File: config.mk
export PLATFORM = sky130hd
export DESIGN_NAME = id_ex_stage
export DESIGN_NICKNAME = d
export VERILOG_FILES = /design/src/rtl/riscv_pkg.sv /design/src/rtl/fwd_unit.sv /design/src/rtl/id_ex_stage.sv
export SDC_FILE = /design/constraint.sdc
export NUM_CORES = 1
export LEC_CHECK = 0
export CAP_MARGIN = 20
export CORE_ASPECT_RATIO = 0.6
export CORE_MARGIN = 2
export CORE_UTILIZATION = 46
export DETAILED_ROUTE_END_ITERATION = 12
export PLACE_DENSITY_LB_ADDON = 0.08
export SETUP_SLACK_MARGIN = 0.02
export SYNTH_ARGS = -nofsm -noshare
export SYNTH_HDL_FRONTEND = slang
export SYNTH_HIERARCHICAL = 1
export SYNTH_SLANG_ARGS = --single-unit
File: constraint.sdc
create_clock -name clk -period 6.05 [get_ports clk]
set_input_delay 0.605 -clock clk [delete_from_list [all_inputs] [get_ports clk]]
set_output_delay 0.605 -clock clk [all_outputs]
set_load 0.05 [all_outputs]
File: src/rtl/riscv_pkg.sv
// riscv_pkg: shared encodings for the RV32 pipeline (ALU op classes, control bits, forwarding selects).
package riscv_pkg;
  localparam int REGBITS = 5;
  localparam logic [2:0] ALU_ADD = 3'b000;
  localparam logic [2:0] ALU_SUB = 3'b001;
  localparam logic [2:0] ALU_FUNCT = 3'b010;
  localparam int CTRL_REGWRITE = 3;
  localparam int CTRL_MEMREAD = 2;
  localparam int CTRL_MEMWRITE = 1;
  localparam int CTRL_BRANCH = 0;
  typedef enum logic [1:0] {FWD_RF, FWD_EXMEM, FWD_MEMWB} fwd_sel_e;
endpackage

File: src/rtl/fwd_unit.sv
// fwd_unit: picks the freshest value of one source register from EX/MEM, MEM/WB or the regfile.
module fwd_unit
  import riscv_pkg::*;
#(
  parameter int width = 32
) (
  input  logic [REGBITS-1:0] rs_i,
  input  logic [width-1:0]   rf_data_i,
  input  logic [REGBITS-1:0] exmem_rd_i,
  input  logic               exmem_regWrite_i,
  input  logic [width-1:0]   exmem_result_i,
  input  logic [REGBITS-1:0] memwb_rd_i,
  input  logic               memwb_regWrite_i,
  input  logic [width-1:0]   memwb_result_i,
  output logic [width-1:0]   data_o
);
  fwd_sel_e sel;
  always_comb begin
    sel = (exmem_regWrite_i && exmem_rd_i != '0 && exmem_rd_i == rs_i) ? FWD_EXMEM :
          (memwb_regWrite_i && memwb_rd_i != '0 && memwb_rd_i == rs_i) ? FWD_MEMWB : FWD_RF;
    data_o = sel == FWD_EXMEM ? exmem_result_i :
             sel == FWD_MEMWB ? memwb_result_i : rf_data_i;
  end
endmodule

File: src/rtl/id_ex_stage.sv
// id_ex_stage: ID/EX pipeline register with operand forwarding and load-use hazard detection.
module id_ex_stage
  import riscv_pkg::*;
#(
  parameter int width = 32
) (
  input  logic               clk,
  input  logic               rst,
  input  logic               mem_stall,
  input  logic               flush,
  input  logic               id_valid,
  input  logic [width-1:0]   id_pc,
  input  logic [REGBITS-1:0] id_rs1,
  input  logic [REGBITS-1:0] id_rs2,
  input  logic [width-1:0]   id_rs1_data,
  input  logic [width-1:0]   id_rs2_data,
  input  logic [width-1:0]   id_imm,
  input  logic [REGBITS-1:0] id_rd,
  input  logic [3:0]         id_func,
  input  logic [2:0]         id_aluOp,
  input  logic               id_srcA_pc,
  input  logic               id_srcB_imm,
  input  logic [3:0]         id_ctrl,
  input  logic [REGBITS-1:0] exmem_rd,
  input  logic               exmem_regWrite,
  input  logic [width-1:0]   exmem_result,
  input  logic [REGBITS-1:0] memwb_rd,
  input  logic               memwb_regWrite,
  input  logic [width-1:0]   memwb_result,
  output logic               hazard_stall,
  output logic               ex_valid,
  output logic [width-1:0]   ex_pc,
  output logic [REGBITS-1:0] ex_rd,
  output logic [3:0]         ex_ctrl,
  output logic [width-1:0]   alu_dataA,
  output logic [width-1:0]   alu_dataB,
  output logic [3:0]         alu_func,
  output logic [2:0]         alu_aluOp,
  output logic [width-1:0]   store_data
);
  localparam int BW = 4 * width + 3 * REGBITS + 14;
  logic [BW-1:0] ex_q, ex_d;
  logic [REGBITS-1:0] rs1_q, rs2_q;
  logic [width-1:0] rs1_data_q, rs2_data_q, imm_q, fwd_a, fwd_b;
  logic [3:0] ctrl_q;
  logic srca_q, srcb_q;
  // The whole stage is one flat register; a bubble is simply all zeroes.
  always_comb
    ex_d = mem_stall ? ex_q :
           (flush || hazard_stall || !id_valid) ? '0 :
           {id_valid, id_pc, id_rs1, id_rs2, id_rs1_data, id_rs2_data, id_imm, id_rd,
            id_func, id_aluOp, id_srcA_pc, id_srcB_imm, id_ctrl};
  always_ff @(posedge clk or posedge rst)
    if (rst) ex_q <= '0;
    else ex_q <= ex_d;
  assign {ex_valid, ex_pc, rs1_q, rs2_q, rs1_data_q, rs2_data_q, imm_q, ex_rd,
          alu_func, alu_aluOp, srca_q, srcb_q, ctrl_q} = ex_q;
  assign ex_ctrl = ex_valid ? ctrl_q : 4'b0;
  assign hazard_stall = ex_valid && ex_ctrl[CTRL_MEMREAD] && ex_rd != '0 && id_valid &&
                        (ex_rd == id_rs1 || ex_rd == id_rs2);
  fwd_unit #(.width(width)) u_fwd_a (
    .rs_i(rs1_q), .rf_data_i(rs1_data_q),
    .exmem_rd_i(exmem_rd), .exmem_regWrite_i(exmem_regWrite), .exmem_result_i(exmem_result),
    .memwb_rd_i(memwb_rd), .memwb_regWrite_i(memwb_regWrite), .memwb_result_i(memwb_result),
    .data_o(fwd_a)
  );
  fwd_unit #(.width(width)) u_fwd_b (
    .rs_i(rs2_q), .rf_data_i(rs2_data_q),
    .exmem_rd_i(exmem_rd), .exmem_regWrite_i(exmem_regWrite), .exmem_result_i(exmem_result),
    .memwb_rd_i(memwb_rd), .memwb_regWrite_i(memwb_regWrite), .memwb_result_i(memwb_result),
    .data_o(fwd_b)
  );
  assign alu_dataA = srca_q ? ex_pc : fwd_a;
  assign alu_dataB = srcb_q ? imm_q : fwd_b;
  assign store_data = fwd_b;
endmodule

==> results_dict.tcl <==
set metrics [dict create \
    clkTransAtPathRegs_ps 70 \
    core_mm2 0.0229 \
    routedWlPerCell_um 25.2 \
    vias_per_cell 6.65 \
    post_cts_resized 0 \
    ant_nets 0 \
    ios 383 \
    grt_pass1_vias 11146 \
    swShare 0.398 \
    worstPathCellList "clkdlybuf4s50_1, or4_4, a21oi_4, buf_4, or3_1, buf_16, a31oi_1, mux2_2, clkdlybuf4s50_1" \
    p_sw_w 0.00159 \
    yosysWarnings 6 \
    synth_seq_cells 157 \
    reg2reg_depth 6 \
    cp_slowest_cell "clkdlybuf4s50_1" \
    drtIter0Drc 1197 \
    crit_family "buffers and inverters" \
    comb_power_share 0.399 \
    largest_register_ff_count 157 \
    die_w_um 200 \
    wirelength_met1_um 18500 \
    fin_tns_setup_ps 0 \
    period_share 0.782 \
    crit_buf_inv 4 \
    cts_tree "done" \
    max_cap_viol_count 0 \
    min_path_type "reg -> reg" \
    maxUsedRoutingLayer "met5" \
    layout_commonest_cell "clkdlybuf4s50_1" \
    clock.fmax_mhz 211 \
    syn_avg_cell_area_um2 8.68 \
    power_density_mw_per_mm2 269 \
    seqPwrFrac 0.309 \
    leakage_nw 5.25 \
    grt_usage 0.359 \
    endpoint_kind "output port" \
    synth_top_cell_area_share 0.370 \
    synth-seq-area-share 0.370 \
    r2r-start "ex_q[15]" \
    initial_utilization 0.465 \
    cts_hold_buf 0 \
    dp_hpwl_um 30600 \
    die_height_um 122 \
    critPathMaxFanout 33 \
    slowest_delay_ps 710 \
    internal_power_w 0.00241 \
    cp-start-kind "primary input" \
    synth_area_leaders "dfrtp_1 37%, a32oi_1 13%, mux2_2 6.8%" \
    clock_skew_ps 9.18 \
    gp_congestion 0.942 \
    cts-root-buf "clkbuf_16" \
    synth_nets 1461 \
    relSlewSlack 0.258 \
    crit_path_frequent_cell "clkdlybuf4s50_1" \
    yosysUniqueCellTypes 31 \
    route.vias.total 11856 \
    nFillCells 1905 \
    overflow 0 \
    crit_start "exmem_rd[2]" \
    rsz0062_at_grt "false" \
    worst_ep_arrival_time_ps 4120 \
    grt_pass1_wl_um 67300 \
    cts_sinks 157 \
    hold-path-cell-count 2 \
    port_buffers 382 \
    synth_top_cell_by_area "dfrtp_1" \
    hold_viol 0 \
    fin_nets 1692 \
    htree_levels 4 \
    placed_area_mm2 0.0141 \
    peakVddDrop_uv 207 \
    required_ps 5440 \
    min_period_ps 4730 \
    cts_made_buffers 17 \
    synth_area_mm2 0.0106 \
    drc 0 \
    cts_max_path_buffers 2 \
    netlist_instances 1224 \
    antenna_found_initial 3 \
    final_cell_area_mm2 0.0149 \
    dr_wl_met3_um 4380 \
    hp-start "ex_q[32]" \
    syn2layout_area_growth_pct 39.8 \
    grt_max_degree 192 \
    whs_ps 487 \
    dr.pass1.iters 5 \
    report.power.total_w 0.00400 \
    largest-register "ex_q" \
    post_cts_buffers 0 \
    setup_viol_count_final 0 \
    crit_type "in -> out" \
    clkPwrFrac 0.292 \
    cp.depth 9 \
    tightestPinTransition_ps 1110 \
    outcome "finished, final reports clean" \
    row_count 43 \
    reg.largest.list "ex_q: 157 flops" \
    final_cell_mix "381 x clkdlybuf4s50_1, 164 x nand2_1, 157 x dfrtp_1, 156 x a32oi_1, 121 x o21ai_1" \
    wirelength_um 44900 \
    clock_latency_ps 440 \
    dieArea_mm2 0.0244 \
    layout-drive-gt1-share 0.0960 \
    drv_slew 0 \
    wl_met2_um 20500 \
]
final timing paths:
check | slack [ps] | to
max reg2reg | 2680 | ex_q[41]
min in group asynchronous | 510 | ex_q[9]
min reg2reg | 490 | ex_q[32]
max in group asynchronous | 4050 | ex_q[82]
min | 490 | ex_q[32]
max | 1320 | alu_dataA[16]
worst min-delay path: stages (launching register included):
cell and delay [ps]:
dfrtp_1 340, a32oi_1 50, o21ai_0 60
kinds of logic after synthesis:
logic type | count (synthesis) | synth area share
flip-flops | 157 | 0.370
multiplexers | 64 | 0.0678
AO/OA/AOI/OAI | 450 | 0.294
AND/OR/NAND/NOR | 322 | 0.151
XOR/XNOR | 26 | 0.0214
buffers and inverters | 205 | 0.0968
through the flow:
stage | util | setup slack, ps | instances
global route | 0.650 | 1180 | 1783
detailed placement | 0.617 | 1290 | 1746
global placement | 0.616 | 1030 | 1745
finish | 0.650 | 1320 | 1784
floorplan | - | 1210 | 1224
CTS | 0.644 | 1280 | 1778
cell type report:
cell class	instances	area, um^2	share of cell area
Multi-Input combinational cell	862	5710	0.384
Clock buffer	21	460	0.0310
Inverter	1	8.76	0.000590
Antenna cell	1	2.50	0.000168
Clock inverter	11	156	0.0105
Tap cell	315	394	0.0265
Sequential cell	157	3930	0.264
Timing Repair Buffer	416	4200	0.283
power by group through the flow:
stage / Clock, W / Combinational [W] / Sequential [W]
floorplan: 0 / 0.00102 / 0.00123
global placement: 0 / 0.00155 / 0.00125
detailed placement: 0 / 0.00156 / 0.00125
CTS: 0.00117 / 0.00157 / 0.00124
global route: 0.00122 / 0.00167 / 0.00125
finish: 0.00117 / 0.00160 / 0.00124
cells in the mapped netlist, drive strengths merged:
cell type	n
buf	83
nand2	164
nor2b	1
dfrtp	157
or3	2
o31ai	65
nand2b	1
or2	2
or4	3
and3	2
o22ai	1
nand3	6
nor4	66
o211ai	1
a21oi	2
clkbuf	121
a31oi	64
a32oi	156
nand4	64
inv	1
o21a	2
a22oi	1
nor2	3
o21ai	158
xnor2	26
and2	8
mux2	64
layer usage:
layer	GRT usage	vias up
met5	0	-
met4	0.143	4
met3	0.101	101
met2	0.554	683
met1	0.482	5826
li1	-	5242
Note: power is estimated with default switching activity, not from simulation.
